### src/rtl/syslatch_pkg.sv
// Shared definitions for the system-latch writer: latch bit indices and FSM state encoding.
package syslatch_pkg;

    localparam logic [2:0] SHADOW     = 3'd0;
    localparam logic [2:0] nVEC       = 3'd1;
    localparam logic [2:0] nCARDWEN   = 3'd2;
    localparam logic [2:0] CARDWENB   = 3'd3;
    localparam logic [2:0] nREGEN     = 3'd4;
    localparam logic [2:0] nSYSTEM    = 3'd5;
    localparam logic [2:0] nSRAMWEN_b = 3'd6;
    localparam logic [2:0] PALBNK     = 3'd7;

    typedef enum logic [2:0] {
        ST_IDLE,
        ST_EVAL,
        ST_SETUP,
        ST_STROBE,
        ST_HOLD,
        ST_FIN
    } state_t;

endpackage

### src/rtl/syslatch_writer_if.sv
// Request handshake and latch bus between a requester and the system-latch writer.
interface syslatch_writer_if;

    logic       REQ;
    logic [7:0] TARGET;
    logic       FORCE;
    logic [4:1] M68K_ADDR;
    logic       nBITW1;
    logic       BUSY;
    logic       DONE;
    logic [7:0] MIRROR;

    modport master (
        output REQ, TARGET, FORCE,
        input  M68K_ADDR, nBITW1, BUSY, DONE, MIRROR
    );

    modport slave (
        input  REQ, TARGET, FORCE,
        output M68K_ADDR, nBITW1, BUSY, DONE, MIRROR
    );

endinterface

### src/rtl/syslatch_writer.sv
// Programs the 8-bit system latch one bit at a time, skipping bits whose mirror already matches.
module syslatch_writer
    import syslatch_pkg::*;
#(
    parameter int STROBE_LEN = 2
) (
    input  logic             CLK_24M,
    input  logic             RESET,
    syslatch_writer_if.slave bus
);

    localparam logic [3:0] STROBE_LAST = 4'(STROBE_LEN - 1);

    state_t     state_q, state_d;
    logic [2:0] idx_q, idx_d;
    logic [3:0] cnt_q, cnt_d;
    logic [7:0] target_q, target_d;
    logic       force_q, force_d;
    logic [7:0] mirror_q, mirror_d;
    logic [4:1] addr_c;
    logic       nbitw1_c;

    // NOTE: state registers use non-blocking assignments so every register samples pre-edge values.
    always_ff @(posedge CLK_24M) begin
        if (RESET) begin
            state_q  <= ST_IDLE;
            idx_q    <= '0;
            cnt_q    <= '0;
            target_q <= '0;
            force_q  <= 1'b0;
            mirror_q <= '0;
        end else begin
            state_q  <= state_d;
            idx_q    <= idx_d;
            cnt_q    <= cnt_d;
            target_q <= target_d;
            force_q  <= force_d;
            mirror_q <= mirror_d;
        end
    end

    // NOTE: every signal written here gets a default first, so no path can infer a latch.
    always_comb begin
        state_d  = state_q;
        idx_d    = idx_q;
        cnt_d    = '0;
        target_d = target_q;
        force_d  = force_q;
        mirror_d = mirror_q;
        addr_c   = '0;
        nbitw1_c = 1'b1;

        case (state_q)
            ST_IDLE: begin
                if (bus.REQ) begin
                    target_d = bus.TARGET;
                    force_d  = bus.FORCE;
                    idx_d    = '0;
                    state_d  = ST_EVAL;
                end
            end
            ST_EVAL: begin
                if (force_q || (target_q[idx_q] != mirror_q[idx_q])) begin
                    state_d = ST_SETUP;
                end else if (idx_q == PALBNK) begin
                    state_d = ST_FIN;
                end else begin
                    idx_d = idx_q + 3'd1;
                end
            end
            ST_SETUP: begin
                addr_c  = {target_q[idx_q], idx_q};
                state_d = ST_STROBE;
            end
            ST_STROBE: begin
                addr_c   = {target_q[idx_q], idx_q};
                nbitw1_c = 1'b0;
                if (cnt_q == STROBE_LAST) begin
                    // The latch holds the new bit once the strobe ends.
                    mirror_d[idx_q] = target_q[idx_q];
                    state_d         = ST_HOLD;
                end else begin
                    cnt_d = cnt_q + 4'd1;
                end
            end
            ST_HOLD: begin
                addr_c = {target_q[idx_q], idx_q};
                if (idx_q == PALBNK) begin
                    state_d = ST_FIN;
                end else begin
                    idx_d   = idx_q + 3'd1;
                    state_d = ST_EVAL;
                end
            end
            ST_FIN:  state_d = ST_IDLE;
            default: state_d = ST_IDLE;
        endcase
    end

    assign bus.M68K_ADDR = addr_c;
    assign bus.nBITW1    = nbitw1_c;
    assign bus.BUSY      = (state_q != ST_IDLE);
    assign bus.DONE      = (state_q == ST_FIN);
    assign bus.MIRROR    = mirror_q;

endmodule

### src/flat_wrapper.sv
// flat-port wrapper written by rule: the top's interface ports become plain ports
module syslatch_writer_flat import syslatch_pkg::*;
#(
    parameter int STROBE_LEN = 2
)
  (CLK_24M, RESET, bus_REQ, bus_TARGET, bus_FORCE, bus_M68K_ADDR, bus_nBITW1, bus_BUSY, bus_DONE, bus_MIRROR);
  syslatch_writer_if bus_i ();
  input  logic CLK_24M;
  input  logic RESET;
  input wire logic [$bits(bus_i.REQ)-1:0] bus_REQ;
  input wire logic [$bits(bus_i.TARGET)-1:0] bus_TARGET;
  input wire logic [$bits(bus_i.FORCE)-1:0] bus_FORCE;
  output wire logic [$bits(bus_i.M68K_ADDR)-1:0] bus_M68K_ADDR;
  output wire logic [$bits(bus_i.nBITW1)-1:0] bus_nBITW1;
  output wire logic [$bits(bus_i.BUSY)-1:0] bus_BUSY;
  output wire logic [$bits(bus_i.DONE)-1:0] bus_DONE;
  output wire logic [$bits(bus_i.MIRROR)-1:0] bus_MIRROR;
  assign bus_i.REQ = bus_REQ;
  assign bus_i.TARGET = bus_TARGET;
  assign bus_i.FORCE = bus_FORCE;
  assign bus_M68K_ADDR = bus_i.M68K_ADDR;
  assign bus_nBITW1 = bus_i.nBITW1;
  assign bus_BUSY = bus_i.BUSY;
  assign bus_DONE = bus_i.DONE;
  assign bus_MIRROR = bus_i.MIRROR;
  syslatch_writer #(.STROBE_LEN(STROBE_LEN)) u_core (.CLK_24M(CLK_24M), .RESET(RESET), .bus(bus_i));
endmodule
### config.mk
export PLATFORM = sky130hd
export DESIGN_NAME = syslatch_writer_flat
export DESIGN_NICKNAME = d
export VERILOG_FILES = /design/src/rtl/syslatch_pkg.sv /design/src/rtl/syslatch_writer_if.sv /design/src/rtl/syslatch_writer.sv /design/src/flat_wrapper.sv
export SDC_FILE = /design/constraint.sdc
export NUM_CORES = 1
export LEC_CHECK = 0
export ABC_AREA = 1
export CORE_AREA = 2 2 70 72
export CTS_BUF_LIST = sky130_fd_sc_hd__clkbuf_4
export DETAILED_ROUTE_END_ITERATION = 8
export DIE_AREA = 0 0 72 74
export PLACE_DENSITY = 0.54
export SETUP_SLACK_MARGIN = 0.4
export SLEW_MARGIN = 20
export SYNTH_ARGS = -nofsm -noshare
export SYNTH_HDL_FRONTEND = slang
export SYNTH_SLANG_ARGS = --single-unit
### constraint.sdc
create_clock -name CLK_24M -period 1.65 [get_ports CLK_24M]
set_input_delay 0.33 -clock CLK_24M [delete_from_list [all_inputs] [get_ports CLK_24M]]
set_output_delay 0.33 -clock CLK_24M [all_outputs]
set_load 0.01 [all_outputs]
==> results of run 1 <==
==> worst max-delay path by stage <==
stage / from / endpoint / slack (ns) / cells past startpoint
floorplan: u_core.idx_q[1] / u_core.state_q[0] / 0.24 / 13
global placement: u_core.state_q[1] / bus_M68K_ADDR[1] / -0.15 / 6
detailed placement: u_core.state_q[1] / bus_M68K_ADDR[1] / -0.15 / 6
CTS: u_core.idx_q[2] / bus_M68K_ADDR[3] / -0.08 / 8
global route: u_core.idx_q[1] / bus_M68K_ADDR[3] / -0.18 / 8
finish: u_core.state_q[1] / bus_M68K_ADDR[3] / -0.07 / 7
==> metal layers <==
layer,wire length [um],vias to the layer above,part of all wire,GRT usage
li1,-,894,-,-
met1,1880,749,0.47,0.203
met2,1990,25,0.49,0.292
met3,135,7,0.033,0.0352
met4,38,0,0.0094,0.0273
met5,0,-,0,0
==> synth_stat cells, drive strengths merged <==
cell type / instances
xor2: 1
nand3: 24
a21oi: 15
dfxtp: 27
clkbuf: 2
buf: 7
o21ai: 11
inv: 31
nor3: 1
xnor2: 1
nand4: 8
nand2: 77
ha: 4
nor2: 29
==> state kept, by name (all words and copies together) (netlist names) <==
| signal | cells |
|---|---|
| u_core.bus.MIRROR | 8 |
| u_core.cnt_q | 4 |
| u_core.force_q | 1 |
| u_core.idx_q | 3 |
| u_core.state_q | 3 |
| u_core.target_q | 8 |
==> cells by family after synthesis <==
kind of cell	synth area share
simple gates	0.409
buf+inv	0.112
flops	0.348
compound gates	0.0885
fa+ha+maj	0.0322
xor+xnor	0.0113
==> area by class of cell <==
class,count,area share
multi-input combinational,172,0.439
clock buffer,3,0.00908
tap,54,0.0272
sequential,27,0.228
inverter,31,0.0520
clock inverter,1,0.00252
timing repair buffer,69,0.242
==> timing repair <==
| action | CTS | global route |
|---|---|---|
| setup buffers | 16 | 5 |
| endpoints found under the setup margin | 38 | 35 |
| pin swaps | 12 | 13 |
| gates cloned | 0 | 1 |
| resized for setup | 115 | 30 |
==> stage by stage <==
stage	cells	total power [mW]	hold WS [ns]	setup TNS [ns]	worst slack [ns]
final	357	3.17	0.471	-0.0880	-0.0657
after global routing	357	3.40	0.500	-1.36	-0.179
after CTS	351	2.96	0.479	-0.0803	-0.0777
after detailed placement	331	2.21	0.458	-0.672	-0.147
after global placement	331	2.21	0.450	-0.709	-0.153
after floorplan	238	1.77	0.429	0	0.243
==> power by group through the flow <==
| stage | clock, mW | sequential [mW] | combinational (mW) |
|---|---|---|---|
| 6_report | 0.314 | 0.879 | 1.98 |
| 5_1_grt | 0.350 | 0.895 | 2.16 |
| 4_1_cts | 0.332 | 0.875 | 1.76 |
| 3_5_place_dp | 0 | 0.871 | 1.34 |
| 3_3_place_gp | 0 | 0.873 | 1.33 |
| 2_1_floorplan | 0 | 0.841 | 0.928 |
==> flow_summary.json, run 1 <==
{
  "cts_sinks": 27,
  "finalNetCount": 320,
  "avgSynthCellArea_um2": 6.53,
  "synthCells": 238,
  "die_x_um": 72,
  "setup_viol": 4,
  "hold_class": "reg -> reg",
  "swShare": 0.429,
  "num_rows": 25,
  "pwr-share-clk": 0.099,
  "worstReg2RegStart": "u_core.state_q[1]",
  "gp_congestion": 0.780,
  "multi_input_area_um2": 1090,
  "grt.overflow.total": 0,
  "p_leak_nw": 1.16,
  "final-seq-area_um2": 566,
  "grt_pass1_vias": 1534,
  "synthTopCellsByArea": "dfxtp_1 (35%), nand2_1 (18%), nand3_1 (7.4%), nor2_1 (5.3%), inv_1 (4.8%)",
  "drive_above_1_share": 0.475,
  "drv_slew": 0,
  "start_util": 0.338,
  "path_clk_slew_ns": 0.15,
  "die_h_um": 74,
  "postPlaceCellArea_um2": 2030,
  "grt_pass1_wl_um": 6880,
  "timing.rr.end": "u_core.bus.MIRROR[1]",
  "num-fill-cells": 444,
  "crit_arrival_ns": 1.39,
  "synth_nets": 254,
  "drt_iter0_drc": 90,
  "fmaxAchievable_ghz": 0.583,
  "vdd_drop_max_mv": 0.695,
  "layout_worst_path_cycle_share": 1.04,
  "hold_viol": 0,
  "die_area_um2": 5330,
  "worstRegToRegCells": 13,
  "grt_usage": 0.162,
  "post_synth_num_cell_types": 25,
  "wl_um": 4030,
  "worst-r2r-setup-slack_ns": -0.01,
  "diodes": 0,
  "final_util": 0.539,
  "clkLatencyLatePin_ns": 0.34,
  "internal_power_mw": 1.81,
  "crit_path_cell_trace": "nor2_2 > inv_2 > nor2_4 > a21oi_4 > buf_4 > nor2_4 > buf_6",
  "cp_common_cell": "nor2_4",
  "postCtsHoldBufs": 0,
  "io_pins": 27,
  "drt-pass1-iter-count": 4,
  "syn-cell-area_um2": 1560,
  "switching_power_mw": 1.36,
  "worst_pin_slew_ns": 0.355,
  "period_minus_slack_ns": 1.72,
  "yosys_warnings": 0,
  "h-tree-depth": 1,
  "cp.required_ns": 1.32,
  "maxCapViolCount": 0,
  "skew_ns": 0.0115,
  "fin_area_um2": 2480,
  "area.growth.synth_to_final_pct": 59.5,
  "drt-vias-per-instance": 4.69,
  "worstPathMaxFanout": 4,
  "synth.largest_area_cell": "dfxtp_1",
  "max-slew-margin-rel": 0.763,
  "wire_per_inst_um": 11.3,
  "cp_num_buf_inv": 3,
  "combPwrFrac": 0.624,
  "crit_path_max_incr_delay_ns": 0.37,
  "final_cell_mix": "nand2_1 (64), buf_4 (31), inv_1 (19), nor2_1 (16), nand3_2 (14)",
  "port_buffers": 26,
  "ys_seq_area_frac": 0.348,
  "status": "finished with violations",
  "synth_top_area_share": 0.348,
  "p_seq_frac": 0.277,
  "crit_type": "reg -> out",
  "root_buffer": "clkbuf_4",
  "grt_setup_unrepaired": "true",
  "violations": "setup timing",
  "antenna_found_initial": 0,
  "holdCritStartpoint": "u_core.cnt_q[0]",
  "holdPathStages": 1,
  "synth_seq_cells": 27,
  "vias": 1675,
  "cts_tree": "yes",
  "critPathTopFamily": "flip-flops",
  "fp.coreArea_um2": 4600,
  "crit_path_start_kind": "register",
  "fin_ws_ns": -0.0657,
  "clockBufferDepth": 2,
  "critPathCaptureType": "primary output",
  "grt_max_degree": 17,
  "drc_errors": 0,
  "layout_commonest_cell": "nand2_1",
  "hold_end": "u_core.cnt_q[0]",
  "p_per_area_nw_per_um2": 1280,
  "ant_nets": 0,
  "cts_buffers": 3,
  "slowest_stage": "dfxtp_2",
  "dp_hpwl_um": 2760
}
Power figures use the tool's default switching activity.
==> run 2, diff against run 1 <==
CORE_AREA = 2 2 54 94   (was 2 2 70 72)
DIE_AREA = 0 0 56 96   (was 0 0 72 74)
PLACE_DENSITY = 0.53   (was 0.54)
==> flow_summary.json, run 2 (synthesis gave the netlist of run 1 again) <==
{
  "status": "finished with violations",
  "violations": "setup timing",
  "cts_sinks": 27,
  "worstReg2RegStart": "u_core.idx_q[0]",
  "grt_pass1_wl_um": 7490,
  "power_mw": 3.43,
  "fmaxAchievable_ghz": 0.575,
  "worst-r2r-setup-slack_ns": 0,
  "clockBufferDepth": 2,
  "ant_nets": 0,
  "io_pins": 27,
  "dp_hpwl_um": 3260,
  "layout_worst_path_cycle_share": 1.05,
  "num-fill-cells": 453,
  "skew_ns": 0.0102,
  "fin_area_um2": 2700,
  "grt_setup_unrepaired": "true",
  "crit_type": "reg -> out",
  "holdPathStages": 2,
  "die_x_um": 56,
  "worstRegToRegCells": 14,
  "drt_iter0_drc": 51,
  "critPathCaptureType": "primary output",
  "final_util": 0.583,
  "clkLatencyLatePin_ns": 0.35,
  "final_cell_mix": "nand2_1 (52), buf_4 (36), inv_1 (19), buf_6 (19), nand2_2 (16)",
  "diodes": 0,
  "start_util": 0.336,
  "cp.required_ns": 1.32,
  "multi_input_area_um2": 1190,
  "final-seq-area_um2": 566,
  "timing.rr.end": "u_core.idx_q[2]",
  "path_clk_slew_ns": 0.16,
  "die_h_um": 96,
  "grt_max_degree": 18,
  "crit_arrival_ns": 1.41,
  "cts_buffers": 3,
  "period_minus_slack_ns": 1.74,
  "drt-pass1-iter-count": 4,
  "cts_tree": "yes",
  "dp_slack_ns": -0.110,
  "crit_path_start_kind": "register",
  "wire_per_inst_um": 13.3,
  "antenna_found_initial": 0,
  "tns_ns": -0.107,
  "dp_cells": 333,
  "drive_above_1_share": 0.556,
  "grt_pass1_vias": 1737,
  "area.growth.synth_to_final_pct": 73.4,
  "vdd_drop_max_mv": 0.790,
  "drt-vias-per-instance": 4.84,
  "grt_usage": 0.177,
  "worstPathMaxFanout": 7,
  "hold_end": "u_core.target_q[2]",
  "drc_errors": 0,
  "fp.coreArea_um2": 4620,
  "wl_um": 4860,
  "holdCritStartpoint": "u_core.target_q[2]",
  "holdWs_ns": 0.483,
  "p_per_area_nw_per_um2": 1270,
  "fin_ws_ns": -0.0889,
  "h-tree-depth": 1,
  "drv_slew": 0,
  "postPlaceCellArea_um2": 2060,
  "vias": 1777,
  "port_buffers": 26,
  "hold_class": "reg -> reg",
  "worst_pin_slew_ns": 0.388,
  "max-slew-margin-rel": 0.741,
  "final_cells": 367,
  "grt.overflow.total": 0,
  "p_leak_nw": 1.26,
  "maxCapViolCount": 0,
  "gp_congestion": 0.860,
  "hold_viol": 0,
  "root_buffer": "clkbuf_4",
  "layout_commonest_cell": "nand2_1",
  "finalNetCount": 332,
  "setup_viol": 3,
  "num_rows": 33,
  "die_area_um2": 5380,
  "postCtsHoldBufs": 0
}
## run 2: cell type report
type / instances / share of cell area
well taps: 52 / 0.0241
clock buffers: 3 / 0.00835
inverters: 31 / 0.0469
clock inverters: 1 / 0.00325
flip-flops and latches: 27 / 0.210
multi-input cells: 171 / 0.441
repair buffers: 82 / 0.267
## run 2: how the worst max path moves through the flow
| stage | startpoint | endpoint | slack [ns] | cells after the start |
|---|---|---|---|---|
| after floorplan | u_core.idx_q[1] | u_core.state_q[0] | 0.24 | 13 |
| after global placement | u_core.state_q[1] | bus_M68K_ADDR[2] | -0.11 | 6 |
| after detailed placement | u_core.state_q[1] | bus_M68K_ADDR[2] | -0.11 | 6 |
| after CTS | u_core.idx_q[1] | bus_M68K_ADDR[3] | -0.1 | 8 |
| after global routing | u_core.idx_q[0] | bus_M68K_ADDR[3] | -0.17 | 8 |
| final | u_core.idx_q[1] | bus_M68K_ADDR[3] | -0.09 | 8 |
## run 2: metal layers
metal	vias to the layer above	wire, um	GRT usage
met4	0	97	0.0873
li1	907	-	-
met1	835	1760	0.165
met2	26	2890	0.371
met5	-	0	0
met3	9	117	0.0161
## run 2: power by group
group	total [mW]	switching (mW)	internal [mW]
combinational	2.21	1.15	1.06
sequential	0.887	0.123	0.764
clock	0.331	0.231	0.0995
total	3.43	1.51	1.92
## run 2: worst max-delay path, stage by stage (launching register included)
cell,delay [ns]
dfxtp_4,0.43
inv_2,0.05
nand2_2,0.06
nor2_1,0.04
nand2_1,0.10
nand3_2,0.09
nor2_4,0.15
nor2_4,0.04
buf_6,0.12
## run 2: timing repair
action | CTS | global route
endpoints found under the setup margin | 38 | 35
gates cloned | 1 | 0
pin swaps | 21 | 22
gates resized for setup | 144 | 36
setup buffers | 25 | 4
